$ cat src/rtl/spi_seq_pkg.sv
`timescale 1ns/1ps
// Shared definitions for the spi_top transfer sequencer: register map,
// CTRL bit positions, FSM state encoding and the CTRL word builder.
package spi_seq_pkg;

    localparam logic [4:0] REG_RX0  = 5'h00;
    localparam logic [4:0] REG_TX0  = 5'h00;
    localparam logic [4:0] REG_CTRL = 5'h10;
    localparam logic [4:0] REG_DIV  = 5'h14;
    localparam logic [4:0] REG_SS   = 5'h18;

    localparam int CTRL_GO_BSY = 8;
    localparam int CTRL_RX_NEG = 9;
    localparam int CTRL_TX_NEG = 10;
    localparam int CTRL_LSB    = 11;
    localparam int CTRL_IE     = 12;
    localparam int CTRL_ASS    = 13;

    typedef enum logic [3:0] {
        ST_IDLE_CFG,
        ST_IDLE,
        ST_WR_SS,
        ST_WR_TX,
        ST_WR_CTRL,
        ST_WR_GO,
        ST_POLL,
        ST_WAIT_IRQ,
        ST_IRQ_CLR,
        ST_RD_RX,
        ST_RESP
    } seq_state_t;

    // Flags land on bits [15:9]; the two top flag bits are expected to be 0.
    function automatic logic [31:0] ctrl_word(input logic [6:0] flags,
                                              input logic [6:0] len,
                                              input logic       go);
        logic [31:0] w;
        w = (32'(flags) << CTRL_RX_NEG) | 32'(len);
        w[CTRL_GO_BSY] = go;
        return w;
    endfunction

endpackage

$ cat src/rtl/spi_xfer_sequencer_if.sv
`timescale 1ns/1ps
// Request/response channel and Wishbone bus bundles used by spi_xfer_sequencer.

interface spi_seq_req_if;
    logic        req_valid;
    logic        req_ready;
    logic [31:0] req_data;
    logic [6:0]  req_len;
    logic [7:0]  req_ss;
    logic        rsp_valid;
    logic        rsp_ready;
    logic [31:0] rsp_data;
    logic        rsp_err;

    modport master (output req_valid, req_data, req_len, req_ss, rsp_ready,
                    input  req_ready, rsp_valid, rsp_data, rsp_err);
    modport slave  (input  req_valid, req_data, req_len, req_ss, rsp_ready,
                    output req_ready, rsp_valid, rsp_data, rsp_err);
endinterface

interface spi_seq_wb_if;
    logic [4:0]  wb_adr_o;
    logic [31:0] wb_dat_o;
    logic [31:0] wb_dat_i;
    logic [3:0]  wb_sel_o;
    logic        wb_cyc_o;
    logic        wb_stb_o;
    logic        wb_we_o;
    logic        wb_ack_i;
    logic        wb_err_i;
    logic        wb_int_i;

    modport master (output wb_adr_o, wb_dat_o, wb_sel_o, wb_cyc_o, wb_stb_o, wb_we_o,
                    input  wb_dat_i, wb_ack_i, wb_err_i, wb_int_i);
    modport slave  (input  wb_adr_o, wb_dat_o, wb_sel_o, wb_cyc_o, wb_stb_o, wb_we_o,
                    output wb_dat_i, wb_ack_i, wb_err_i, wb_int_i);
endinterface

$ cat src/rtl/spi_seq_wb_port.sv
`timescale 1ns/1ps
// Single-operation classic Wishbone engine. A start on the terminating cycle
// of the previous op chains the next op with no idle gap (2 clocks per op).
module spi_seq_wb_port (
    input  logic         clk_tb,
    input  logic         reset_tb,
    spi_seq_wb_if.master wb,
    input  logic         start,
    input  logic [4:0]   addr,
    input  logic [31:0]  wdata,
    input  logic         we,
    output logic         busy,
    output logic         done,
    output logic         err,
    output logic [31:0]  rdata
);
    logic        cyc_reg;
    logic        we_reg;
    logic [4:0]  adr_reg;
    logic [31:0] dat_reg;
    logic        term;

    assign term = cyc_reg & (wb.wb_ack_i | wb.wb_err_i);

    always_ff @(posedge clk_tb or negedge reset_tb) begin
        if (!reset_tb) begin
            cyc_reg <= 1'b0;
            we_reg  <= 1'b0;
            adr_reg <= '0;
            dat_reg <= '0;
        end else if (start && (!cyc_reg || term)) begin
            cyc_reg <= 1'b1;
            we_reg  <= we;
            adr_reg <= addr;
            dat_reg <= wdata;
        end else if (term) begin
            cyc_reg <= 1'b0;
            we_reg  <= 1'b0;
            adr_reg <= '0;
            dat_reg <= '0;
        end
    end

    assign wb.wb_cyc_o = cyc_reg;
    assign wb.wb_stb_o = cyc_reg;
    assign wb.wb_we_o  = we_reg;
    assign wb.wb_adr_o = adr_reg;
    assign wb.wb_dat_o = dat_reg;
    assign wb.wb_sel_o = cyc_reg ? 4'hF : 4'h0;

    assign busy  = cyc_reg;
    assign done  = cyc_reg & wb.wb_ack_i & ~wb.wb_err_i;
    assign err   = cyc_reg & wb.wb_err_i;
    assign rdata = wb.wb_dat_i;

endmodule

$ cat src/rtl/spi_xfer_sequencer.sv
`timescale 1ns/1ps
// Drives spi_top through one SPI transfer per request: SS, TX0, CTRL, CTRL|GO,
// completion wait, RX0 read. Define SPI_SEQ_IRQ_EN to wait on wb_int_i instead of polling.
module spi_xfer_sequencer
    import spi_seq_pkg::*;
#(
    parameter logic [15:0] DIVIDER    = 16'd1,
    parameter logic [6:0]  CTRL_FLAGS = 7'b0000000,
    parameter int          POLL_LIMIT = 1024
) (
    input  logic          clk_tb,
    input  logic          reset_tb,
    spi_seq_req_if.slave  req_bus,
    spi_seq_wb_if.master  wb
);
    localparam int CW = $clog2(POLL_LIMIT + 1);

`ifdef SPI_SEQ_IRQ_EN
    localparam logic [6:0] FLAGS_EFF = CTRL_FLAGS | 7'(1 << (CTRL_IE - CTRL_RX_NEG));
`else
    localparam logic [6:0] FLAGS_EFF = CTRL_FLAGS;
    logic unused_int;
    assign unused_int = wb.wb_int_i;
`endif

    seq_state_t  state_reg, state_next;
    logic        cfg_done_reg, cfg_done_next;
    logic [31:0] req_data_reg, req_data_next;
    logic [6:0]  req_len_reg, req_len_next;
    logic [7:0]  req_ss_reg, req_ss_next;
    logic        rsp_valid_reg, rsp_valid_next;
    logic        rsp_err_reg, rsp_err_next;
    logic [31:0] rsp_data_reg, rsp_data_next;
    logic [CW-1:0] poll_cnt_reg, poll_cnt_next, poll_cnt_inc;

    logic        op_start, op_we, op_busy, op_done, op_err;
    logic [4:0]  op_addr;
    logic [31:0] op_wdata, op_rdata;
    logic        req_ready_int;

    spi_seq_wb_port u_port (
        .clk_tb   (clk_tb),
        .reset_tb (reset_tb),
        .wb       (wb),
        .start    (op_start),
        .addr     (op_addr),
        .wdata    (op_wdata),
        .we       (op_we),
        .busy     (op_busy),
        .done     (op_done),
        .err      (op_err),
        .rdata    (op_rdata)
    );

    assign req_ready_int     = (state_reg == ST_IDLE) && cfg_done_reg && !rsp_valid_reg;
    assign req_bus.req_ready = req_ready_int;
    assign req_bus.rsp_valid = rsp_valid_reg;
    assign req_bus.rsp_err   = rsp_err_reg;
    assign req_bus.rsp_data  = rsp_data_reg;

    always_ff @(posedge clk_tb or negedge reset_tb) begin
        if (!reset_tb) begin
            state_reg     <= ST_IDLE_CFG;
            cfg_done_reg  <= 1'b0;
            req_data_reg  <= '0;
            req_len_reg   <= '0;
            req_ss_reg    <= '0;
            rsp_valid_reg <= 1'b0;
            rsp_err_reg   <= 1'b0;
            rsp_data_reg  <= '0;
            poll_cnt_reg  <= '0;
        end else begin
            state_reg     <= state_next;
            cfg_done_reg  <= cfg_done_next;
            req_data_reg  <= req_data_next;
            req_len_reg   <= req_len_next;
            req_ss_reg    <= req_ss_next;
            rsp_valid_reg <= rsp_valid_next;
            rsp_err_reg   <= rsp_err_next;
            rsp_data_reg  <= rsp_data_next;
            poll_cnt_reg  <= poll_cnt_next;
        end
    end

    // Each op is launched on the same edge that enters the state naming it,
    // so the state always describes the op currently on the bus.
    always_comb begin
        state_next     = state_reg;
        cfg_done_next  = cfg_done_reg;
        req_data_next  = req_data_reg;
        req_len_next   = req_len_reg;
        req_ss_next    = req_ss_reg;
        rsp_valid_next = rsp_valid_reg;
        rsp_err_next   = rsp_err_reg;
        rsp_data_next  = rsp_data_reg;
        poll_cnt_next  = poll_cnt_reg;
        poll_cnt_inc   = poll_cnt_reg + CW'(1);
        op_start       = 1'b0;
        op_addr        = REG_CTRL;
        op_wdata       = '0;
        op_we          = 1'b0;

        case (state_reg)
            ST_IDLE_CFG: begin
                if (!op_busy) begin
                    op_start = 1'b1;
                    op_addr  = REG_DIV;
                    op_wdata = {16'h0000, DIVIDER};
                    op_we    = 1'b1;
                end else if (op_err) begin
                    state_next = ST_IDLE;
                end else if (op_done) begin
                    cfg_done_next = 1'b1;
                    state_next    = ST_IDLE;
                end
            end

            ST_IDLE: begin
                if (!cfg_done_reg) begin
                    state_next = ST_IDLE_CFG;
                end else if (req_bus.req_valid && req_ready_int) begin
                    req_data_next = req_bus.req_data;
                    req_len_next  = req_bus.req_len;
                    req_ss_next   = req_bus.req_ss;
                    op_start      = 1'b1;
                    op_addr       = REG_SS;
                    op_wdata      = {24'h000000, req_bus.req_ss};
                    op_we         = 1'b1;
                    state_next    = ST_WR_SS;
                end
            end

            ST_RESP: begin
                if (req_bus.rsp_ready) begin
                    rsp_valid_next = 1'b0;
                    rsp_err_next   = 1'b0;
                    poll_cnt_next  = '0;
                    state_next     = cfg_done_reg ? ST_IDLE : ST_IDLE_CFG;
                end
            end

`ifdef SPI_SEQ_IRQ_EN
            ST_WAIT_IRQ: begin
                if (wb.wb_int_i) begin
                    op_start   = 1'b1;
                    op_addr    = REG_CTRL;
                    state_next = ST_IRQ_CLR;
                end else if (poll_cnt_inc == CW'(POLL_LIMIT)) begin
                    poll_cnt_next  = poll_cnt_inc;
                    rsp_valid_next = 1'b1;
                    rsp_err_next   = 1'b1;
                    rsp_data_next  = '0;
                    state_next     = ST_RESP;
                end else begin
                    poll_cnt_next = poll_cnt_inc;
                end
            end
`endif

            default: begin
                if (op_err) begin
                    rsp_valid_next = 1'b1;
                    rsp_err_next   = 1'b1;
                    rsp_data_next  = '0;
                    state_next     = ST_RESP;
                end else if (op_done) begin
                    case (state_reg)
                        ST_WR_SS: begin
                            op_start   = 1'b1;
                            op_addr    = REG_TX0;
                            op_wdata   = req_data_reg;
                            op_we      = 1'b1;
                            state_next = ST_WR_TX;
                        end
                        ST_WR_TX: begin
                            op_start   = 1'b1;
                            op_wdata   = ctrl_word(FLAGS_EFF, req_len_reg, 1'b0);
                            op_we      = 1'b1;
                            state_next = ST_WR_CTRL;
                        end
                        ST_WR_CTRL: begin
                            op_start   = 1'b1;
                            op_wdata   = ctrl_word(FLAGS_EFF, req_len_reg, 1'b1);
                            op_we      = 1'b1;
                            state_next = ST_WR_GO;
                        end
                        ST_WR_GO: begin
`ifdef SPI_SEQ_IRQ_EN
                            state_next = ST_WAIT_IRQ;
`else
                            op_start   = 1'b1;
                            state_next = ST_POLL;
`endif
                        end
                        ST_POLL: begin
                            if (!op_rdata[CTRL_GO_BSY]) begin
                                op_start   = 1'b1;
                                op_addr    = REG_RX0;
                                state_next = ST_RD_RX;
                            end else if (poll_cnt_inc == CW'(POLL_LIMIT)) begin
                                poll_cnt_next  = poll_cnt_inc;
                                rsp_valid_next = 1'b1;
                                rsp_err_next   = 1'b1;
                                rsp_data_next  = '0;
                                state_next     = ST_RESP;
                            end else begin
                                poll_cnt_next = poll_cnt_inc;
                                op_start      = 1'b1;
                            end
                        end
                        ST_IRQ_CLR: begin
                            op_start   = 1'b1;
                            op_addr    = REG_RX0;
                            state_next = ST_RD_RX;
                        end
                        ST_RD_RX: begin
                            rsp_data_next  = op_rdata;
                            rsp_err_next   = 1'b0;
                            rsp_valid_next = 1'b1;
                            state_next     = ST_RESP;
                        end
                        default: state_next = ST_IDLE_CFG;
                    endcase
                end
            end
        endcase
    end

endmodule
$ cat src/flat_wrapper.sv
// flat-port wrapper written by rule: the top's interface ports become plain ports
module spi_xfer_sequencer_flat import spi_seq_pkg::*;
#(
    parameter logic [15:0] DIVIDER    = 16'd1,
    parameter logic [6:0]  CTRL_FLAGS = 7'b0000000,
    parameter int          POLL_LIMIT = 1024
)
  (clk_tb, reset_tb, req_bus_req_valid, req_bus_req_data, req_bus_req_len, req_bus_req_ss, req_bus_rsp_ready, req_bus_req_ready, req_bus_rsp_valid, req_bus_rsp_data, req_bus_rsp_err, wb_wb_adr_o, wb_wb_dat_o, wb_wb_sel_o, wb_wb_cyc_o, wb_wb_stb_o, wb_wb_we_o, wb_wb_dat_i, wb_wb_ack_i, wb_wb_err_i, wb_wb_int_i);
  spi_seq_req_if req_bus_i ();
  spi_seq_wb_if wb_i ();
  input  logic clk_tb;
  input  logic reset_tb;
  input wire logic [$bits(req_bus_i.req_valid)-1:0] req_bus_req_valid;
  input wire logic [$bits(req_bus_i.req_data)-1:0] req_bus_req_data;
  input wire logic [$bits(req_bus_i.req_len)-1:0] req_bus_req_len;
  input wire logic [$bits(req_bus_i.req_ss)-1:0] req_bus_req_ss;
  input wire logic [$bits(req_bus_i.rsp_ready)-1:0] req_bus_rsp_ready;
  output wire logic [$bits(req_bus_i.req_ready)-1:0] req_bus_req_ready;
  output wire logic [$bits(req_bus_i.rsp_valid)-1:0] req_bus_rsp_valid;
  output wire logic [$bits(req_bus_i.rsp_data)-1:0] req_bus_rsp_data;
  output wire logic [$bits(req_bus_i.rsp_err)-1:0] req_bus_rsp_err;
  output wire logic [$bits(wb_i.wb_adr_o)-1:0] wb_wb_adr_o;
  output wire logic [$bits(wb_i.wb_dat_o)-1:0] wb_wb_dat_o;
  output wire logic [$bits(wb_i.wb_sel_o)-1:0] wb_wb_sel_o;
  output wire logic [$bits(wb_i.wb_cyc_o)-1:0] wb_wb_cyc_o;
  output wire logic [$bits(wb_i.wb_stb_o)-1:0] wb_wb_stb_o;
  output wire logic [$bits(wb_i.wb_we_o)-1:0] wb_wb_we_o;
  input wire logic [$bits(wb_i.wb_dat_i)-1:0] wb_wb_dat_i;
  input wire logic [$bits(wb_i.wb_ack_i)-1:0] wb_wb_ack_i;
  input wire logic [$bits(wb_i.wb_err_i)-1:0] wb_wb_err_i;
  input wire logic [$bits(wb_i.wb_int_i)-1:0] wb_wb_int_i;
  assign req_bus_i.req_valid = req_bus_req_valid;
  assign req_bus_i.req_data = req_bus_req_data;
  assign req_bus_i.req_len = req_bus_req_len;
  assign req_bus_i.req_ss = req_bus_req_ss;
  assign req_bus_i.rsp_ready = req_bus_rsp_ready;
  assign req_bus_req_ready = req_bus_i.req_ready;
  assign req_bus_rsp_valid = req_bus_i.rsp_valid;
  assign req_bus_rsp_data = req_bus_i.rsp_data;
  assign req_bus_rsp_err = req_bus_i.rsp_err;
  assign wb_wb_adr_o = wb_i.wb_adr_o;
  assign wb_wb_dat_o = wb_i.wb_dat_o;
  assign wb_wb_sel_o = wb_i.wb_sel_o;
  assign wb_wb_cyc_o = wb_i.wb_cyc_o;
  assign wb_wb_stb_o = wb_i.wb_stb_o;
  assign wb_wb_we_o = wb_i.wb_we_o;
  assign wb_i.wb_dat_i = wb_wb_dat_i;
  assign wb_i.wb_ack_i = wb_wb_ack_i;
  assign wb_i.wb_err_i = wb_wb_err_i;
  assign wb_i.wb_int_i = wb_wb_int_i;
  spi_xfer_sequencer #(.DIVIDER(DIVIDER), .CTRL_FLAGS(CTRL_FLAGS), .POLL_LIMIT(POLL_LIMIT)) u_core (.clk_tb(clk_tb), .reset_tb(reset_tb), .req_bus(req_bus_i), .wb(wb_i));
endmodule
$ cat config.mk
export PLATFORM = sky130hd
export DESIGN_NAME = spi_xfer_sequencer_flat
export DESIGN_NICKNAME = d
export VERILOG_FILES = /design/src/rtl/spi_seq_pkg.sv /design/src/rtl/spi_xfer_sequencer_if.sv /design/src/rtl/spi_seq_wb_port.sv /design/src/rtl/spi_xfer_sequencer.sv /design/src/flat_wrapper.sv
export SDC_FILE = /design/constraint.sdc
export NUM_CORES = 1
export LEC_CHECK = 0
export ABC_AREA = 1
export BUFFER_PORTS_ARGS = -buffer_cell sky130_fd_sc_hd__buf_2
export CAP_MARGIN = 15
export CORE_MARGIN = 2
export CORE_UTILIZATION = 34
export CTS_CLUSTER_DIAMETER = 50
export DETAILED_ROUTE_END_ITERATION = 8
export PLACE_DENSITY = 0.53
export SLEW_MARGIN = 10
export SYNTH_ARGS = -nofsm -noshare
export SYNTH_HDL_FRONTEND = slang
export SYNTH_HIERARCHICAL = 1
export SYNTH_SLANG_ARGS = --single-unit
$ cat constraint.sdc
create_clock -name clk_tb -period 2.5 [get_ports clk_tb]
set_input_delay 0.25 -clock clk_tb [delete_from_list [all_inputs] [get_ports clk_tb]]
set_output_delay 0.25 -clock clk_tb [all_outputs]
set_load 0.01 [all_outputs]
After elaboration in Yosys (flattened, before gate mapping) --
Cells that the tools add are included.
Storage, ports and cells: output and inout bits 79, flip-flop bits (word level) 128, logic and storage cells 141, input port bits 86
Operators by class: reductions and logical operators 28, equality and inequality tests 20, multiplexer cells 71, bitwise gates (word level) 9, $add $sub $neg 1
Operator list (count):
- $mux 32 | 9
- $pmux 32 s3 | 2
- $pmux 32 s2 | 1
- $mux 11 | 5
- $mux 4 | 12
- $mux 5 | 6
- $pmux 4 s7 | 1
- $mux 1 | 22
- $pmux 11 s2 | 1
- $reduce_and 6->1 | 3
- $pmux 5 s3 | 1
- $eq 4x3->1 const B | 3
- $eq 4x4->1 const B | 3
- $pmux 4 s3 | 1
- $add 11x1->11 const B | 1
- $eq 11x11->1 const B | 1
- $pmux 1 s2 | 5
- $pmux 5 s2 | 1
- $reduce_bool 2->1 | 5
- $eq 4x2->1 const B | 2
- $mux 8 | 1
- $reduce_bool 4->1 | 2
- $ne 7x4->1 const B | 1
- $ne 2x2->1 const B | 3
- other kinds (22) | 37

Longest topological paths before layout --
Gate-level depths: netlist (run 1).
depth in word-level cells 10, mapped depth 18, depth with buffers taken out 16

By module --
Netlist (run 1), hierarchy kept.
By module, submodules not included:
- spi_xfer_sequencer | cells an instance 660, times used 1, sequential area each 2227.1 µm², area an instance 4732.0 µm²
- spi_seq_wb_port | cells an instance 218, times used 1, sequential area each 975.9 µm², area an instance 1945.6 µm²

Least setup slack after synthesis (run 1) --
Ideal clock, no wire load.
path kind register -> register, start point register u_core.state_reg[1], end point register u_core.u_port.dat_reg[10], in the netlist u_core/u_port/wb.wb_dat_o[10], setup time 117 ps, setup slack 347 ps, data arrival time 2036 ps, required time 2383 ps, path buffers 4, cell stages (with the launch flop) 15, clock period less this slack 2153 ps, cell sequence dfrtp_1 -> buf_2 -> nor2_4 -> nand3_1 -> nor2_2 -> nand2_1 -> inv_2 -> clkbuf_1 -> nor2_1 -> nand2_1 -> nand2_1 -> buf_4 -> buf_6 -> nand3_1 -> nand2_1
Between the ends: longest elaborated chain between the ends 9
RTL lines:
- start, declared | line spi_xfer_sequencer.sv:26 | seq_state_t state_reg, state_next;
- start signal, assigned | line spi_xfer_sequencer.sv:73 | state_reg <= state_next;
- $eq 4x1->1 (*) | line spi_xfer_sequencer.sv:55 | assign req_ready_int = (state_reg == ST_IDLE) && cfg_done_reg && !rsp_valid_reg;
- $logic_and 1x1->1 (*) (2 in series) | line spi_xfer_sequencer.sv:55
- net req_bus_req_ready | line flat_wrapper.sv:18 | output wire logic [$bits(req_bus_i.req_ready)-1:0] req_bus_req_ready;
- $logic_and 1x1->1 (*) | line spi_xfer_sequencer.sv:121 | end else if (req_bus.req_valid && req_ready_int) begin
- $mux 1 (*) | line spi_xfer_sequencer.sv:121
- $mux 1 (*) | line spi_xfer_sequencer.sv:119 | if (!cfg_done_reg) begin
- $pmux 1 s3 (*) | line spi_xfer_sequencer.sv:103 | case (state_reg)
- net u_core.op_start | line spi_xfer_sequencer.sv:36 | logic op_start, op_we, op_busy, op_done, op_err;
- $logic_and 1x1->1 (*) | line spi_seq_wb_port.sv:31 | end else if (start && (!cyc_reg || term)) begin
- $mux 32 / $reduce_bool 2->1 (equally long branches)
- end signal, assigned | line spi_seq_wb_port.sv:35 | dat_reg <= wdata;
- end, declared | line spi_seq_wb_port.sv:20 | logic [31:0] dat_reg;
The timed path passes the listed nets; every way through them passes the cells marked *. A chain may end at the register's enable or synchronous reset.

Worst setup path in the final report (run 1) --
start point register u_core.poll_cnt_reg[1], end point register u_core.u_port.dat_reg[8], in the netlist u_core/u_port/wb.wb_dat_o[8]
Between the ends: longest elaborated chain between the ends 10
RTL lines:
- start, declared | line spi_xfer_sequencer.sv:34 | logic [CW-1:0] poll_cnt_reg, poll_cnt_next, poll_cnt_inc;
- start signal, assigned | line spi_xfer_sequencer.sv:81 | poll_cnt_reg <= poll_cnt_next;
- $add 11x1->11 (*) | line spi_xfer_sequencer.sv:97 | poll_cnt_inc = poll_cnt_reg + CW'(1);
- $eq 11x11->1 (*) | line spi_xfer_sequencer.sv:200 | end else if (poll_cnt_inc == CW'(POLL_LIMIT)) begin
- $mux 1 (*) | line spi_xfer_sequencer.sv:200
- $mux 1 (*) | line spi_xfer_sequencer.sv:196 | if (!op_rdata[CTRL_GO_BSY]) begin
- $pmux 1 s2 (*) | line spi_xfer_sequencer.sv:167 | case (state_reg)
- $mux 1 (*) | line spi_xfer_sequencer.sv:166 | end else if (op_done) begin
- $mux 1 (*) | line spi_xfer_sequencer.sv:161 | if (op_err) begin
- $pmux 1 s3 (*) | line spi_xfer_sequencer.sv:103
- net u_core.op_start | line spi_xfer_sequencer.sv:36
- $logic_and 1x1->1 (*) | line spi_seq_wb_port.sv:31
- $mux 32 / $reduce_bool 2->1 (equally long branches)
Marks and branches as above.

==> impl_metrics.csv, run 1 <==
group,metric,value,unit
status,status,"completed",
routing,vias,5816,
synth,synth_area_leaders,"dfrtp_1, nand2_1, nand3_1, buf_4, nor2_1",
global_route,grt_first_pass_wirelength,29100,um
floorplan,core_area,19400,um2
global_route,grt_usage,17.9,%
routing,wl,17900,um
synth,ys_seq_area_share,48.0,%
routing,vias_per_cell,4.54,
synth,synth_edf_count,0,
finish,multiInputGateArea,2690,um2
timing,period_share,90.6,%
synth,ys.flop_type,"dfrtp_1",
clock_network,insertion_delay,0.43,ns
clock_network,cts_root_buf,"clkbuf_16",
global_route,antenna_found_initial,2,
timing,rsz0062_at_grt,"yes",
clock_network,cts.sinks,128,
synth,yosysWarnings,6,
timing,fmax,0.441,GHz
global_route,grt_max_degree,82,
routing,wl_per_cell,14.0,um
timing,period_needed,2.27,ns
finish,final_cell_mix,"nand2_1, buf_2, nand3_1",
place,dp_hpwl,12000,um
floorplan,start_util,34.4,%
worst_setup_path,path_common_cell,"nand2_1",
power_and_ir_drop,power_per_cell_area,946,nW/um2
floorplan,ioPinCount,165,
place,port_buffers,163,
power_and_ir_drop,total_leakage_power,4.60,nW
min_path,hp-class,"primary input to flip-flop",
clock_network,numCtsBuffers,17,
place,dpl_cell_area,7470,um2
finish,final-seq-area,3200,um2
worst_setup_path,critPathLaunchType,"flip-flop",
finish,drive_above_1_share,24.5,%
timing,fin_ws,0.234,ns
timing,slew_violations,0,
worst_setup_path,crit_arrival,2.62,ns
synth,syn_inst,878,
worst_setup_path,crit_path_max_incr_delay,0.41,ns
timing,setup_tns,0,ns
finish,stdcell_count,1280,
worst_setup_path,critPathTopFamily,"simple AND/OR/NAND/NOR gates",
timing,holdWs,0.00948,ns
synth,synth.distinct_cells,41,
worst_setup_path,path_cells,"ha_2, nand2_1, nor2_2, nand3_1, nand2_1, nand2_1, nor2_1, nand2_2, nand2_1, nand2_1, nand2_1, nand2_1, nand2_2, buf_12, nand3_1, nand2_1",
routing,drt_iter0_markers,395,
synth,synth_top_area_share,48.0,%
timing,slew-limit-headroom,31.1,%
routing,drc,0,
worst_setup_path,cp_max_fo,21,
clock_network,htree_levels,4,
routing,drtPass1Iterations,5,
global_route,gr-total-overflow,0,
synth,netlist_area,6680,um2
finish,post-route-util,41.7,%
worst_setup_path,worstSetupEndpointType,"flip-flop",
worst_setup_path,crit_type,"flip-flop to flip-flop",
clock_network,cts_buffer_depth,2,
finish,nets,1086,
synth,synth_area_per_cell,7.61,um2
finish,area_growth,21.2,%
synth,ys_seq_elements,128,
worst_setup_path,crit_slowest_cell,"dfrtp_1",
timing,fin_skew,0.0145,ns
floorplan,die_h,144,um
worst_setup_path,cp_num_buf_inv,1,
timing,hold_violations,0,
clock_network,path_clk_slew,0.06,ns
flow_run,max_cap_viol_count,0,
finish,n_fill_cell,2095,
place,placed_cells,1242,
floorplan,rows,51,
power_and_ir_drop,ir_drop,0.585,mV
floorplan,die-area,20800,um2
timing,worst_pin_slew,1.03,ns
clock_network,cts_tree,"built",
timing,setup_viol,0,
place,place.gp.congestion,0.866,
routing,drtAntennaViolNets,0,
synth,async_reset_ff_share,100,%
finish,final_common_cell,"nand2_1",
power_and_ir_drop,power.total,7.66,mW
global_route,grt_pass1_vias,5589,
synth,synth_top_area_cell,"dfrtp_1",
worst_setup_path,cp_data_required_time,2.85,ns
floorplan,fp.dieW,144,um
finish,fin_area,8090,um2
place,post-place-ws,0.156,ns
==> what timing repair did <==
item                                    in CTS  in global routing
hold buffers                                 1                  0
buffers inserted                             0                  2
endpoints found under the setup margin       0                 57
gates resized for setup                      0                  8
endpoints found under the hold margin      128                  0
==> power breakdown <==
| part | leakage (nW) | internal, mW | switching [mW] |
|---|---|---|---|
| Combinational | 2.60 | 0.839 | 1.66 |
| Clock | 0.280 | 1.48 | 0.911 |
| Sequential | 1.72 | 2.51 | 0.259 |
| Total | 4.60 | 4.83 | 2.83 |
==> logic make-up after synthesis <==
| group | synth area share (%) |
|---|---|
| flip-flops | 48.0 |
| buffers and inverters | 12.1 |
| adder cells (fa/ha/maj) | 0.187 |
| AND/OR/NAND/NOR | 36.4 |
| other | 0.0562 |
| AO/OA/AOI/OAI | 3.20 |
==> final timing paths <==
| path | start | endpoint | slack [ns] | cells past startpoint |
|---|---|---|---|---|
| min in group asynchronous | reset_tb | u_core/u_port/wb.wb_dat_o[27] | 0.18 | 2 |
| max in group asynchronous | reset_tb | u_core/poll_cnt_reg[5] | 1.60 | 3 |
| max reg2reg | u_core/poll_cnt_reg[1] | u_core/u_port/wb.wb_dat_o[8] | 0.23 | 16 |
| max | u_core/poll_cnt_reg[1] | u_core/u_port/wb.wb_dat_o[8] | 0.23 | 16 |
| min reg2reg | u_core/req_bus.rsp_data[11] | u_core/req_bus.rsp_data[11] | 0.46 | 2 |
| min | req_bus_req_data[5] | u_core/req_data_reg[5] | 0.009 | 3 |
==> final cells by class <==
class                   count  share of cell area (%)
flip-flops and latches    128                    39.6
multi-input cells         601                    33.3
repair buffers            185                    12.9
clock buffers              20                    5.52
well taps                 265                    4.10
inverters                  66                    3.06
clock inverters            11                    1.42
diodes                      4                   0.124
==> routing by layer <==
layer | vias to the layer above | part of all wire, % | track usage, % | wire (um)
li1 | 2964 | - | - | -
met1 | 2661 | 46 | 24.0 | 8220
met2 | 170 | 45 | 27.4 | 8080
met3 | 21 | 6.8 | 5.60 | 1220
met4 | 0 | 1.9 | 6.29 | 335
met5 | - | 0 | 0 | 0
==> cells in the mapped netlist (2+ instances only) <==
library cell	n
nand2_2	11
a21oi_1	4
o21ai_0	11
a211oi_1	2
nand3_2	2
o21bai_1	3
a22o_1	3
inv_2	5
nor2_2	5
dfrtp_1	128
nand3_1	147
buf_4	45
clkbuf_1	13
o21ai_1	2
nor2_1	79
buf_6	8
buf_1	3
nand2_1	309
o31ai_1	2
buf_2	15
inv_1	61
==> worst register-to-register path, stage by stage (launching register included) <==
cell and delay [ns]:
dfrtp_1 0.41, ha_2 0.23, nand2_1 0.08, nor2_2 0.14, nand3_1 0.09, nand2_1 0.09
nand2_1 0.06, nor2_1 0.14, nand2_2 0.12, nand2_1 0.10, nand2_1 0.05, nand2_1 0.06
nand2_1 0.11, nand2_2 0.14, buf_12 0.17, nand3_1 0.09, nand2_1 0.12
Note: power is estimated with default switching activity, not from simulation.
==> run 2: changes to the inputs <==
- CORE_MARGIN: 2 -> 10
- SETUP_SLACK_MARGIN: unset -> 0.4
==> run 2 against run 1 <==
Effect of this change: final area up 8.3%; core utilization is 3.5 points higher; sequential power is essentially flat; routed wire length up 15%; combinational power increased by 16%; largest cell class unchanged.
==> impl_metrics.csv, run 2 (synthesized netlist as in run 1, its figures left out) <==
group,metric,value,unit
status,status,"completed",
power_and_ir_drop,clkPwrFrac,31.7,%
power_and_ir_drop,switching_power,3.05,mW
timing,period_needed,2.17,ns
clock_network,htree_levels,4,
routing,drtAntennaViolNets,0,
clock_network,path_clk_slew,0.06,ns
power_and_ir_drop,power.share.sequential,33.4,%
finish,nets,1113,
worst_setup_path,crit_arrival,2.51,ns
clock_network,cts_tree,"built",
global_route,grt_max_degree,45,
timing,hold_violations,0,
clock_network,cts.sinks,128,
finish,drive_above_1_share,30.6,%
clock_network,cts_buffer_depth,2,
worst_setup_path,cp_max_fo,7,
floorplan,rows,51,
floorplan,fp.dieW,160,um
global_route,grt_first_pass_wirelength,31400,um
routing,vias_per_cell,4.56,
timing,setup_tns,0,ns
finish,area_growth,31.3,%
routing,drt_iter0_markers,288,
clock_network,numCtsBuffers,17,
routing,drtPass1Iterations,4,
timing,fmax,0.461,GHz
routing,wl,20500,um
finish,final_common_cell,"nand2_1",
floorplan,die_h,160,um
routing,vias,5942,
power_and_ir_drop,internal_power,5.28,mW
global_route,grt_usage,14.9,%
floorplan,core_area,19400,um2
timing,fin_skew,0.00946,ns
routing,wl_per_cell,15.7,um
timing,slew_violations,0,
power_and_ir_drop,power_per_cell_area,950,nW/um2
finish,n_fill_cell,2022,
global_route,gr-total-overflow,0,
power_and_ir_drop,ir_drop,0.531,mV
floorplan,die-area,25600,um2
place,place.gp.congestion,0.808,
finish,final_cell_mix,"nand2_1, buf_2, nand3_1",
worst_setup_path,cp_data_required_time,2.84,ns
routing,drc,0,
timing,worst_pin_slew,1.06,ns
flow_run,max_cap_viol_count,0,
place,port_buffers,163,
power_and_ir_drop,total_leakage_power,4.84,nW
worst_setup_path,critPathLaunchType,"flip-flop",
timing,rsz0062_at_grt,"yes",
worst_setup_path,worstSetupEndpointType,"flip-flop",
timing,setup_viol,0,
power_and_ir_drop,p_sw_share,36.7,%
min_path,hp-class,"primary input to flip-flop",
power_and_ir_drop,combPwrFrac,35.0,%
worst_setup_path,crit_type,"flip-flop to flip-flop",
floorplan,ioPinCount,165,
clock_network,cts_root_buf,"clkbuf_16",
global_route,antenna_found_initial,3,
finish,post-route-util,45.2,%
floorplan,start_util,34.4,%
global_route,grt_pass1_vias,5823,
clock_network,insertion_delay,0.41,ns
timing,slew-limit-headroom,28.8,%
power_and_ir_drop,power.total,8.33,mW
timing,period_share,86.7,%
place,dp_hpwl,13500,um
## run 2: area by class of cell
type | count | area [um2] | share of cell area, %
well taps | 265 | 332 | 3.78
clock inverters | 13 | 185 | 2.11
clock buffers | 18 | 439 | 5.01
diodes | 1 | 2.50 | 0.0285
repair buffers | 207 | 1380 | 15.7
inverters | 66 | 248 | 2.83
flip-flops and latches | 128 | 3210 | 36.6
multi-input cells | 606 | 2980 | 33.9
## run 2: through the flow
stage,cells,worst slack (ns),hold slack (ns),area [um2]
after floorplan,879,0.433,-0.0456,6680
after global placement,1244,0.264,0.161,7480
after detailed placement,1244,0.235,0.159,7480
after CTS,1279,0.357,0.0124,8190
after global routing,1303,0.185,0.0153,8760
final,1304,0.331,0.0299,8770
## run 2: timing repair
item | 4_1_cts | 5_1_grt
pin swaps | 5 | 22
gates cloned | 1 | 10
hold buffers | 1 | 0
endpoints found under the hold margin | 29 | 0
resized for setup | 10 | 69
setup endpoints to repair | 73 | 87
setup buffers | 2 | 14
## run 2: critical path, stage by stage, from the launching register on
cell     delay, ns
dfrtp_1       0.41
ha_4          0.20
nand3_4       0.09
nor2_4        0.15
nand2_2       0.05
nor2_1        0.11
nor2_1        0.07
nor2_1        0.11
nand2_2       0.11
nand2_2       0.10
nand2_2       0.05
nand2_2       0.07
nand2_4       0.08
nand2_8       0.14
buf_12        0.15
nand3_2       0.07
nand2_1       0.13
## run 2: metal layers
metal  GRT usage [%]  routed length [um]  part of all wire [%]
met4            3.51                 187                  0.91
met1            19.7                9570                    47
met3            5.32                1240                   6.1
met5               0                  22                  0.11
met2            22.7                9440                    46
## run 2: power by group through the flow
| stage | registers [mW] | logic, mW | clock network, mW |
|---|---|---|---|
| final | 2.78 | 2.91 | 2.64 |
| after global routing | 2.83 | 3.23 | 2.80 |
| after CTS | 2.78 | 2.63 | 2.71 |
| after detailed placement | 2.80 | 2.49 | 0 |
| after global placement | 2.79 | 2.48 | 0 |
| after floorplan | 2.80 | 1.77 | 0 |
## run 2: final timing paths
check	slack (ns)	start	to	cells after the start
hold / removal	0.03	req_bus_req_data[26]	u_core/req_data_reg[26]	3
hold reg to reg	0.47	u_core/req_bus.rsp_data[1]	u_core/req_bus.rsp_data[1]	2
setup reg to reg	0.33	u_core/poll_cnt_reg[0]	u_core/u_port/wb.wb_dat_o[20]	16
setup / recovery	0.33	u_core/poll_cnt_reg[0]	u_core/u_port/wb.wb_dat_o[20]	16
min in group asynchronous	0.29	reset_tb	u_core/u_port/wb.wb_dat_o[26]	2
max in group asynchronous	1.49	reset_tb	u_core/poll_cnt_reg[3]	3
